**config.mk**
```make
export PLATFORM = sky130hd
export DESIGN_NAME = arith_unit_seq_flat
export DESIGN_NICKNAME = d
export VERILOG_FILES = /design/src/rtl/arith_unit_seq_if.sv /design/src/rtl/arith_unit_seq.sv /design/src/flat_wrapper.sv
export SDC_FILE = /design/constraint.sdc
export NUM_CORES = 1
export LEC_CHECK = 0
export CELL_PAD_IN_SITES_DETAIL_PLACEMENT = 1
export CELL_PAD_IN_SITES_GLOBAL_PLACEMENT = 2
export CORE_ASPECT_RATIO = 1.25
export CORE_MARGIN = 2
export CORE_UTILIZATION = 32
export DETAILED_ROUTE_END_ITERATION = 10
export PLACE_DENSITY = 0.75
export SLEW_MARGIN = 20
export SYNTH_ARGS = -nofsm -noshare
export SYNTH_HDL_FRONTEND = slang
export SYNTH_SLANG_ARGS = --single-unit
export TNS_END_PERCENT = 5
```
**constraint.sdc**
```tcl
create_clock -name clk -period 3.5 [get_ports clk]
set_input_delay 0.7 -clock clk [delete_from_list [all_inputs] [get_ports clk]]
set_output_delay 0.7 -clock clk [all_outputs]
set_load 0.01 [all_outputs]
```
**src/rtl/arith_unit_seq_if.sv**
```systemverilog
// arith_unit_seq_if: valid/ready operation and result ports of the sequential arithmetic unit
interface arith_unit_seq_if #(parameter int WIDTH = 32);
    logic               in_valid;
    logic               in_ready;
    logic [WIDTH-1:0]   a;
    logic [WIDTH-1:0]   b;
    logic [2:0]         op;
    logic               out_valid;
    logic               out_ready;
    logic [2*WIDTH-1:0] out;
    logic               zero;
    logic               ovf;
    logic               dbz;
    modport master (output in_valid, a, b, op, out_ready,
                    input  in_ready, out_valid, out, zero, ovf, dbz);
    modport slave  (input  in_valid, a, b, op, out_ready,
                    output in_ready, out_valid, out, zero, ovf, dbz);
endinterface

```
**src/rtl/arith_unit_seq.sv**
```systemverilog
// arith_unit_seq: handshaked ALU; single-cycle add/sub/logic, iterative shift-add multiply and restoring divide
module arith_unit_seq #(
    parameter int WIDTH = 32
) (
    input logic           clk,
    input logic           rst_n,
    arith_unit_seq_if.slave io
);
    localparam int W2 = 2 * WIDTH;
    localparam int CNT_W = $clog2(WIDTH + 1);
    typedef enum logic [2:0] {IDLE, MUL, DIV, FIN, DONE} state_t;
    state_t           state;
    logic [CNT_W-1:0] cnt;
    logic [W2-1:0]    acc;
    logic [WIDTH-1:0] rb;
    logic             isdiv;
    logic [WIDTH:0]   sum;
    logic [WIDTH-1:0] dif;
    logic [W2-1:0]    res;
    logic             rovf;
    logic [WIDTH:0]   mhi;
    logic [WIDTH:0]   dt;
    logic [W2-1:0]    mnext;
    logic [W2-1:0]    dnext;
    logic             last;
    always_comb begin
        sum   = {1'b0, io.a} + {1'b0, io.b};
        dif   = io.a - io.b;
        res   = io.op == 3'd0 ? W2'(sum) :
                io.op == 3'd1 ? {{WIDTH{dif[WIDTH-1]}}, dif} :
                io.op == 3'd4 ? W2'(io.a & io.b) :
                io.op == 3'd5 ? W2'(io.a | io.b) :
                io.op == 3'd6 ? W2'(io.a ^ io.b) :
                io.op == 3'd7 ? W2'($signed(io.a) < $signed(io.b)) : '0;
        rovf  = io.op == 3'd0 ? (io.a[WIDTH-1] == io.b[WIDTH-1]) && (sum[WIDTH-1] != io.a[WIDTH-1]) :
                io.op == 3'd1 ? (io.a[WIDTH-1] != io.b[WIDTH-1]) && (dif[WIDTH-1] != io.a[WIDTH-1]) : 1'b0;
        // acc = {product high, multiplier}; the carry out of the add shifts back into the top bit
        mhi   = {1'b0, acc[W2-1:WIDTH]} + {1'b0, rb & {WIDTH{acc[0]}}};
        mnext = {mhi, acc[WIDTH-1:1]};
        // acc = {rem, quo}; trial-subtract against the left-shifted remainder, kept one bit wider
        dt    = acc[W2-1:WIDTH-1] - {1'b0, rb};
        dnext = dt[WIDTH] ? {acc[W2-2:0], 1'b0} : {dt[WIDTH-1:0], acc[WIDTH-2:0], 1'b1};
        last  = cnt == CNT_W'(WIDTH - 1);
    end
    always_ff @(posedge clk or negedge rst_n) begin
        if (!rst_n) begin
            state        <= IDLE;
            cnt          <= '0;
            acc          <= '0;
            rb           <= '0;
            isdiv        <= 1'b0;
            io.out       <= '0;
            io.zero      <= 1'b0;
            io.ovf       <= 1'b0;
            io.dbz       <= 1'b0;
            io.out_valid <= 1'b0;
            io.in_ready  <= 1'b1;
        end else begin
            case (state)
                IDLE: if (io.in_valid) begin
                    rb          <= io.b;
                    isdiv       <= io.op == 3'd3;
                    cnt         <= '0;
                    acc         <= {{WIDTH{1'b0}}, io.a};
                    io.in_ready <= 1'b0;
                    if (io.op == 3'd2) state <= MUL;
                    else if (io.op == 3'd3) state <= DIV;
                    else begin
                        io.out       <= res;
                        io.zero      <= res[WIDTH-1:0] == '0;
                        io.ovf       <= rovf;
                        io.dbz       <= 1'b0;
                        io.out_valid <= 1'b1;
                        state        <= DONE;
                    end
                end
                MUL: begin
                    acc <= mnext;
                    cnt <= cnt + 1'b1;
                    if (last) state <= FIN;
                end
                DIV: if (rb == '0) begin
                    acc   <= {acc[WIDTH-1:0], {WIDTH{1'b1}}};
                    state <= FIN;
                end else begin
                    acc <= dnext;
                    cnt <= cnt + 1'b1;
                    if (last) state <= FIN;
                end
                FIN: begin
                    io.out       <= acc;
                    io.zero      <= acc[WIDTH-1:0] == '0;
                    io.ovf       <= 1'b0;
                    io.dbz       <= isdiv && rb == '0;
                    io.out_valid <= 1'b1;
                    state        <= DONE;
                end
                DONE: if (io.out_ready) begin
                    io.out_valid <= 1'b0;
                    io.in_ready  <= 1'b1;
                    state        <= IDLE;
                end
                default: state <= IDLE;
            endcase
        end
    end
endmodule
```
**src/flat_wrapper.sv**
```systemverilog
// flat-port wrapper written by rule: the top's interface ports become plain ports
module arith_unit_seq_flat 
#(
    parameter int WIDTH = 32
)
  (clk, rst_n, io_in_valid, io_a, io_b, io_op, io_out_ready, io_in_ready, io_out_valid, io_out, io_zero, io_ovf, io_dbz);
  arith_unit_seq_if #(.WIDTH(WIDTH)) io_i ();
  input logic clk;
  input logic rst_n;
  input wire logic [$bits(io_i.in_valid)-1:0] io_in_valid;
  input wire logic [$bits(io_i.a)-1:0] io_a;
  input wire logic [$bits(io_i.b)-1:0] io_b;
  input wire logic [$bits(io_i.op)-1:0] io_op;
  input wire logic [$bits(io_i.out_ready)-1:0] io_out_ready;
  output wire logic [$bits(io_i.in_ready)-1:0] io_in_ready;
  output wire logic [$bits(io_i.out_valid)-1:0] io_out_valid;
  output wire logic [$bits(io_i.out)-1:0] io_out;
  output wire logic [$bits(io_i.zero)-1:0] io_zero;
  output wire logic [$bits(io_i.ovf)-1:0] io_ovf;
  output wire logic [$bits(io_i.dbz)-1:0] io_dbz;
  assign io_i.in_valid = io_in_valid;
  assign io_i.a = io_a;
  assign io_i.b = io_b;
  assign io_i.op = io_op;
  assign io_i.out_ready = io_out_ready;
  assign io_in_ready = io_i.in_ready;
  assign io_out_valid = io_i.out_valid;
  assign io_out = io_i.out;
  assign io_zero = io_i.zero;
  assign io_ovf = io_i.ovf;
  assign io_dbz = io_i.dbz;
  arith_unit_seq #(.WIDTH(WIDTH)) u_core (.clk(clk), .rst_n(rst_n), .io(io_i));
endmodule
```
==> impl_results.md <==
* Via density per instance at 5.689
* Area delta synth->final at 44.25%
* Primary FF master, synth: dfrtp_1
* Worst Tran Pin Value at 0.9254 ns
* Netlist Area Pre-Place at 17,720 sq um
* Vias in the first global route at 21.84k
* Top-count cell post-synth: a21oi_1
* PwrDens at 679.4 nW/um^2
* Max_slew headroom at 0.3831
* Syn nets at 2,557
* Max Slew Vio Count at 0
* Peak VDD IR at 454.2 uV
* Total grt overflow at 0
* Fin crit period at 3.675 ns
* Die Height at 267.1 um
* Initial Utilization at 0.3234
* Worst hold path class: input port to async pin
* RSZ-0062 raised after global routing: yes
* Max FO, Critical Path at 3
* Async set or reset register ratio after synthesis at 1.000
* Final Hold Fails at 0
* Drt wl/cell at 24.11 um
* Post-synth EDFFs at 0
* Register bit count reported by yosys at 175
* Clk_lat worst skew at 0.47 ns
* CP startpoint kind: input port
* CTS Hold Bufs at 0
* ANT nets after route at 0
* H-tree levels at 4
* Clock Skews at 0.01636 ns
* Pleak at 11.80 nW
* Final WS setup at -0.1752 ns
* IO Port Bufs at 139
* Endpoints failing setup at 14
* CTS tree: yes
* Io pins at 140
* Status: finished, violations left
* CTS Buf Count at 17
* Clock-pin slew on the worst setup and hold paths at 0.08 ns
* Worst Setup End Kind: flip-flop
* Cell variety after synth at 99
* CP Data Arrival Time at 4.05 ns
* Detailed placement HPWL at 68,170 um
* Number of buffers on the longest clock path at 2
* Num rows at 96
* Post-synth top cells: 242 x a21oi_1, 210 x o21ai_0, 195 x nand2_1, 174 x dfrtp_1, 166 x nor2_1
* First-pass GRT wire length at 133,400 um
* Routability cong. at 0.9753
* Die area at 57,270 sq um
* Tot GR Track Use at 0.3019
* Fmax achieved at 272.1 MHz
* First-iteration detailed-routing DRC count at 1,388
* Initial antenna violation count at 0
* Seq/Total Area, Yosys at 0.2473
* Dpl cells at 3,562
* Crit path kind: input port to flip-flop
* Clk sinks at 175
* Fraction of layout cells with a size suffix above 1 at 0.2917
* Failing checks: setup timing
* Synthesized instance count at 2,321
* Post-synth top area share at 0.2458
* Area leader, netlist: dfrtp_1
* Nets at 3,120
* Fin crit share at 1.050
* Place WS at -1.722 ns
* Vias at 20.66k
* Largest net degree at the start of global routing at 92
* Inserted Diodes at 0
* Layout fillers at 6,678
* Root buffer cell: clkbuf_16
* Core area at 54,770 sq um
* Total wire length at 87,560 um
* Die extent in x at 214.5 um
* Post-Syn Area per Cell at 7.633 sq um
* Drt pass-1 iters at 6
* Final Non-Filler Cells at 3,632
* Synth area leaders: dfrtp_1 25%, ha_1 11%, a21oi_1 6.8%
* Required time of the critical path at 3.87 ns
* Max-Cap Viols at 0
* Synth warn at 0
* Drc violations at 0
-- metrics by stage --
stage	utilization	power (mW)	instance area, sq um	hold slack [ns]	TNS, ns
after floorplan	-	9.691	17740	0.4044	-0.08072
after global placement	0.4281	14.28	23450	0.4786	-62.14
after detailed placement	0.4281	14.66	23450	0.5094	-67.38
after CTS	0.4616	17.14	25290	0.3256	-0.4949
after global routing	0.4666	18.54	25550	0.3295	-3.932
final	0.4666	17.36	25550	0.2600	-0.9521
-- cells in the final DEF, fill, tap and decap left out, types with 27 or more instances in the layout --
master	count
ha_4	29
and2_1	38
nand2b_1	31
nand2_1	191
ha_1	120
buf_4	530
dfrtp_1	174
nand4_1	30
o21ai_1	55
xnor2_1	43
nor2_1	158
nand3_1	43
inv_1	115
mux2i_1	27
a21o_1	85
inv_2	33
o21ai_0	193
a21oi_1	221
clkdlybuf4s50_1	97
nor3_1	29
nor4_1	29
a22oi_1	46
-- final timing paths --
kind,from,end,slack (ns),depth (start not counted)
max,io_a[0],u_core.io.zero$_DFFE_PN0P_,-0.18,16
min,rst_n,u_core.io.ovf$_DFFE_PN0P_,0.26,1
max reg2reg,u_core.acc[0]$_DFFE_PN0P_,u_core.acc[62]$_DFFE_PN0P_,-0.09,16
min reg2reg,u_core.cnt[5]$_DFFE_PN0P_,u_core.cnt[5]$_DFFE_PN0P_,0.51,1
max in group asynchronous,rst_n,u_core.acc[47]$_DFFE_PN0P_,2.30,2
min in group clk,u_core.cnt[5]$_DFFE_PN0P_,u_core.cnt[5]$_DFFE_PN0P_,0.51,1
-- logic make-up (layout without fill, tap and decap cells) --
kind of cell	count (synthesis)	count (layout)	share of synthesized area
simple gates	673	673	0.1860
fa+ha+maj	165	165	0.1182
flops	175	175	0.2473
buf+inv	300	876	0.06738
mux	39	39	0.02274
xor+xnor	62	62	0.03065
compound gates	907	907	0.3277
-- per-layer routing --
layer,up-vias,global-route usage,share of wire
met2,506,0.5444,0.50
met3,154,0.01908,0.029
li1,9589,-,-
met4,0,0.1246,0.041
met5,-,0,0
met1,10410,0.3741,0.43
-- flip-flops by register name, indices dropped and copies added (netlist names) --
name	count
u_core.cnt	6
u_core.io.in_ready	1
u_core.state	3
u_core.rb	32
u_core.io.dbz	1
u_core.io.zero	1
u_core.acc	64
u_core.io.out_valid	1
u_core.io.out	64
u_core.io.ovf	1
u_core.isdiv	1
-- what timing repair did --
action | 4_1_cts | 5_1_grt
pin swaps | 74 | 30
gates resized for setup | 285 | 65
buffers inserted | 36 | 3
cloned | 2 | 0
endpoints found under the setup margin | 90 | 70
-- final cells by class --
class                           instances  area, sq um  area share
Inverter                              150        566.8     0.02218
Clock inverter                         13        153.9    0.006022
Clock buffer                           19        432.9     0.01694
Multi-Input combinational cell       1846        13350      0.5225
Sequential cell                       175         4380      0.1714
Tap cell                              735        919.6     0.03599
Timing Repair Buffer                  694         5748      0.2249
-- report_power, final --
group,total (mW),leakage (nW),switching (mW),internal [mW]
registers,3.90,2.27,1.05,2.85
clock network,2.01,0.278,0.941,1.07
logic,11.5,9.26,6.27,5.19
total,17.4,11.8,8.25,9.11
-- critical path, stage by stage --
cell and delay (ns):
buf_6 0.11, inv_1 0.06, ha_2 0.19, inv_1 0.09
fa_2 0.43, mux2_2 0.29, o22ai_2 0.14, o211ai_1 0.19
a2111oi_4 0.31, nand2_1 0.12, nor4bb_2 0.27, nand4_1 0.30
nor4_2 0.35, buf_4 0.17, nand3_1 0.10, o41ai_2 0.22
(Power assumes the default switching activity.)
